## config.mk

```make
export PLATFORM = sky130hd
export DESIGN_NAME = stream_demux_1to2
export DESIGN_NICKNAME = d
export VERILOG_FILES = /design/src/rtl/stream_demux_1to2.sv
export SDC_FILE = /design/constraint.sdc
export NUM_CORES = 1
export LEC_CHECK = 0
export ABC_AREA = 1
export BUFFER_PORTS_ARGS = -buffer_cell sky130_fd_sc_hd__clkbuf_2
export CAP_MARGIN = 20
export CORE_MARGIN = 1
export CORE_UTILIZATION = 54
export DETAILED_ROUTE_END_ITERATION = 7
export PLACE_DENSITY = 0.77
export SLEW_MARGIN = 20
export SYNTH_ARGS = -nofsm -noshare
export SYNTH_HDL_FRONTEND = slang
export SYNTH_SLANG_ARGS = --single-unit
```

## constraint.sdc

```tcl
create_clock -name clk -period 1.88 [get_ports clk]
set_input_delay 0 -clock clk [delete_from_list [all_inputs] [get_ports clk]]
set_output_delay 0 -clock clk [all_outputs]
set_load 0.02 [all_outputs]
```

## src/rtl/stream_demux_1to2.sv

```systemverilog
// stream_demux_1to2: routes each input beat by Selector into one of two
// per-channel FIFOs, each drained through its own valid/ready output channel.
module stream_demux_1to2 #(
  parameter int NBits     = 32,
  parameter int FifoDepth = 4,
  parameter int CntW      = $clog2(FifoDepth) + 1
) (
  input  logic             clk,
  input  logic             reset,
  input  logic             Selector,
  input  logic [NBits-1:0] In_Data,
  input  logic             In_Valid,
  output logic             In_Ready,
  output logic [NBits-1:0] Out0_Data,
  output logic             Out0_Valid,
  input  logic             Out0_Ready,
  output logic [NBits-1:0] Out1_Data,
  output logic             Out1_Valid,
  input  logic             Out1_Ready,
  output logic [CntW-1:0]  Out0_Count,
  output logic [CntW-1:0]  Out1_Count
);
  localparam int PW = $clog2(FifoDepth);
  localparam logic [CntW-1:0] FULL = CntW'(FifoDepth);
  logic [NBits-1:0] mem_q [2][FifoDepth];
  logic [NBits-1:0] mem_d [2][FifoDepth];
  logic [PW-1:0]    wp_q [2], wp_d [2], rp_q [2], rp_d [2];
  logic [CntW-1:0]  cnt_q [2], cnt_d [2];
  logic [1:0]       push, pop, out_ready;
  assign out_ready  = {Out1_Ready, Out0_Ready};
  assign Out0_Data  = mem_q[0][rp_q[0]];
  assign Out1_Data  = mem_q[1][rp_q[1]];
  assign Out0_Valid = cnt_q[0] != '0;
  assign Out1_Valid = cnt_q[1] != '0;
  assign Out0_Count = cnt_q[0];
  assign Out1_Count = cnt_q[1];
  // Ready looks only at the selected count, so a full FIFO never accepts even while popping.
  always_comb begin
    mem_d    = mem_q;
    wp_d     = wp_q;
    rp_d     = rp_q;
    cnt_d    = cnt_q;
    In_Ready = Selector ? cnt_q[1] != FULL : cnt_q[0] != FULL;
    push     = {In_Valid & In_Ready & Selector, In_Valid & In_Ready & ~Selector};
    pop      = {(cnt_q[1] != '0) & out_ready[1], (cnt_q[0] != '0) & out_ready[0]};
    for (int i = 0; i < 2; i++) begin
      if (push[i]) begin
        mem_d[i][wp_q[i]] = In_Data;
        wp_d[i]           = wp_q[i] + PW'(1);
      end
      rp_d[i]  = pop[i] ? rp_q[i] + PW'(1) : rp_q[i];
      cnt_d[i] = (push[i] & ~pop[i]) ? cnt_q[i] + CntW'(1) :
                 (pop[i] & ~push[i]) ? cnt_q[i] - CntW'(1) : cnt_q[i];
    end
  end
  always_ff @(posedge clk or negedge reset) begin
    if (!reset) begin
      for (int i = 0; i < 2; i++) begin
        for (int j = 0; j < FifoDepth; j++) mem_q[i][j] <= '0;
        wp_q[i]  <= '0;
        rp_q[i]  <= '0;
        cnt_q[i] <= '0;
      end
    end else begin
      mem_q <= mem_d;
      wp_q  <= wp_d;
      rp_q  <= rp_d;
      cnt_q <= cnt_d;
    end
  end
endmodule

```

==> flow_metrics.py <==
metrics = {
    "status": {
        "run_status": "finished, violations left",
        "violations": "negative setup slack",
    },
    "setup_path": {
        "slowest_delay_ns": 0.41,
        "reg2reg_from": "Out0_Count[2]",
        "crit_path_cell_trace": "inv_2, nor2_2, nand2_4, nand3_4, nor2_4, ha_4, inv_4, fa_2, a21oi_2, o21ai_2, xor2_1",
        "crit_path_end_kind": "flip-flop",
        "worstSetupStartpointType": "flip-flop",
        "r2r_end": "Out1_Count[2]",
        "arrival_ns": 2.42,
        "crit_path_top_delay_cell": "dfrtp_2",
        "r2r_slack_ns": -0.12,
        "worstSetupPathType": "flip-flop to flip-flop",
        "worstPathMaxFanout": 3,
        "rr_worst_depth": 11,
        "required_ns": 2.30,
    },
    "global_route": {
        "first_global_vias": 11500,
        "overflow": 0,
        "track_usage_pct": 31.6,
        "antenna_found_initial": 0,
        "grt_start_max_net_pins": 102,
        "grt_pass1_wl_mm": 61.1,
    },
    "timing": {
        "fmax_ghz": 0.500,
        "fin_hold_ws_ns": 0.00239,
        "skew_ns": 0.00856,
        "worst_slew_pin_slew_ns": 0.578,
        "fin_crit_sh_pct": 106,
        "rsz0062_at_grt": "true",
        "setup_ws_ns": -0.120,
        "hold_viol_final": 0,
        "slew-limit-headroom_pct": 61.4,
        "setup_viol": 3,
        "period_needed_ns": 2.00,
        "maxSlewViolCount": 0,
    },
    "clocking": {
        "cts_max_level": 1,
        "clockRootBuffer": "clkbuf_16",
        "cts_buffer_depth": 3,
        "cts_inserted_buffers": 28,
        "clock_latency_ns": 0.55,
        "clock_sink_count": 270,
        "clk_pin_slew_worst_paths_ns": 0.06,
        "cts_tree": "built",
    },
    "synth": {
        "async_reset_ff_share_pct": 100,
        "synth.avg_cell_area_um2": 8.22,
        "yosys.area_share.simple_pct": 30.5,
        "synth_adder_area_share_pct": 1.26,
        "netlist_top_cells_count": "525 x nand2_1, 270 x dfrtp_1, 256 x nand3_1",
        "synth_top_area_share_pct": 51.5,
        "yosysWarnings": 0,
        "synth_top_area_cell": "dfrtp_1",
        "yosys-top-cells-area": "dfrtp_1 52%, nand2_1 15%, nand3_1 9.8%",
        "synth-seq-cells": 270,
        "ys_seq_area_share_pct": 51.5,
        "synth_top_family_by_area": "simple AND/OR/NAND/NOR gates",
        "synth_cell_type_count": 24,
        "synthMuxAreaShare_pct": 0.172,
        "netlist_instances": 1596,
        "synth-edff-count": 0,
        "synthXorXnorAreaFrac_pct": 0.401,
        "syn_area_um2": 13100,
        "syn_nets": 1646,
        "synth_compound_area_share_pct": 8.24,
        "synth.most_common_cell": "nand2_1",
        "synth-main-ff-cell": "dfrtp_1",
    },
    "power_and_ir_drop": {
        "p_int_uw": 18000,
        "power_frac_comb_pct": 48.5,
        "clockPowerShare_pct": 19.7,
        "ir_drop_mv": 1.21,
        "p_total_uw": 31700,
        "switching_power_uw": 13700,
        "p_per_area_nw_per_um2": 1990,
        "leakage_uw": 0.00804,
        "sw_frac_of_total_pct": 43.3,
        "power.share.sequential_pct": 31.8,
    },
    "floorplan": {
        "num_io_pins": 111,
        "dieArea_um2": 24900,
        "coreArea_um2": 23600,
        "fp.dieW_um": 158,
        "rows": 56,
        "die_h_um": 158,
        "start_util_pct": 55.5,
    },
    "cells_and_area": {
        "final_cells": 2042,
        "final_core_util_pct": 67.3,
        "area_delta_synth_final_pct": 21.1,
        "fin_nets": 1751,
        "insertedDiodeCount": 0,
        "multi_input_area_um2": 5470,
        "nFillCells": 1808,
        "final_layout_size_suffix_gt1_share_pct": 17.7,
        "seqCellArea_um2": 6770,
    },
    "drt": {
        "vias": 12000,
        "dr.pass1.iters": 6,
        "drt-wirelength-per-cell_um": 19.3,
        "via_per_inst": 5.89,
        "antenna_left": 0,
        "drt_iter0_markers": 1158,
        "routed_wl_mm": 39.4,
        "drc_errors": 0,
    },
    "placement": {
        "hpwl_mm": 21.0,
        "globalplace.congestion": 0.795,
        "portBuffers": 110,
        "dp.cells": 1927,
        "dp_slack_ns": -0.0539,
    },
    "worst_hold_path": {
        "hp-class": "primary input to asynchronous set/reset pin",
    },
    "job": {
        "max-cap-violations": 0,
    },
}
[what timing repair did]
action,4_1_cts,5_1_grt
endpoints found under the hold margin,534,0
hold buffers,37,0
gates cloned,4,5
setup buffers,5,12
setup endpoints to repair,150,121
resized for setup,20,74
pin swaps,5,16
[cells in the final DEF (no fill, tap or decap), drive strengths merged]
master         n
o21ai        133
clkinv         7
clkbuf       132
xnor2          2
buf          101
ha            10
clkinvlp       2
nor2         140
nand3        265
fa             2
o22ai         64
nand2        528
a21oi          3
mux2           2
inv           15
bufinv         6
dfrtp        270
xor2           4
dlygate4sd3   37
[worst max-delay path: cells and delay by family (launching register included)]
kind,cells,cell delay (ns)
fa+ha+maj,2,0.55
flops,1,0.41
buf+inv,2,0.12
simple gates,4,0.35
compound gates,2,0.27
xor+xnor,1,0.18
[final cells by class]
type	count	area share, %
Sequential cell	270	42.6
Multi-Input combinational cell	1153	34.4
Timing Repair Buffer	232	13.4
Clock buffer	38	5.10
Tap cell	319	2.51
Clock inverter	14	1.43
Inverter	16	0.559
[kinds of logic (layout without fill, tap and decap cells)]
logic type | Yosys count | after routing
muxes | 2 | 2
AOI/OAI and AO/OA | 200 | 200
DFF | 270 | 270
buffers and inverters | 173 | 300
xor gates and xnor gates | 6 | 6
adders and majority gates | 12 | 12
and+or+nand+nor | 933 | 933
[routing by layer]
| metal | routed length (µm) | track usage [%] | vias to the layer above |
|---|---|---|---|
| met4 | 1260 | 12.1 | 0 |
| met5 | 0 | 0 | - |
| met1 | 15700 | 43.0 | 5789 |
| met2 | 18400 | 50.6 | 717 |
| met3 | 4020 | 5.56 | 101 |
| li1 | - | - | 5428 |
[registers in the layout, summed over array words and instances, names as in the netlist]
register / count
mem_q: 256
rp_q: 4
wp_q: 4
Out1_Count: 3
Out0_Count: 3
[power by group through the flow]
stage	combinational, µW	sequential [µW]	clock (µW)
4_1_cts	14300	9990	6260
3_3_place_gp	13200	9900	0
3_5_place_dp	13500	10000	0
2_1_floorplan	9150	9790	0
6_report	15300	10100	6250
5_1_grt	16600	10300	6520
[worst max-delay path by stage]
stage | startpoint | endpoint | slack [ns] | cells after the start
3_5_place_dp | Out0_Count[2] | mem_q[147] | -0.05 | 9
4_1_cts | Out0_Count[2] | Out1_Count[2] | -0.05 | 11
6_report | Out0_Count[2] | Out1_Count[2] | -0.12 | 11
2_1_floorplan | Out0_Count[2] | Out1_Count[2] | -0.12 | 12
5_1_grt | Out1_Count[2] | Out1_Count[2] | -0.20 | 11
3_3_place_gp | Out0_Count[2] | mem_q[148] | 0.02 | 9
[per-stage QoR]
stage	cell area [µm²]	setup TNS (ns)
after floorplan	13200	-0.400
after global placement	13800	0
after detailed placement	13800	-1.34
after CTS	15500	-0.0823
after global routing	15900	-1.01
final	15900	-0.210
Note: power is estimated with default switching activity, not from simulation.
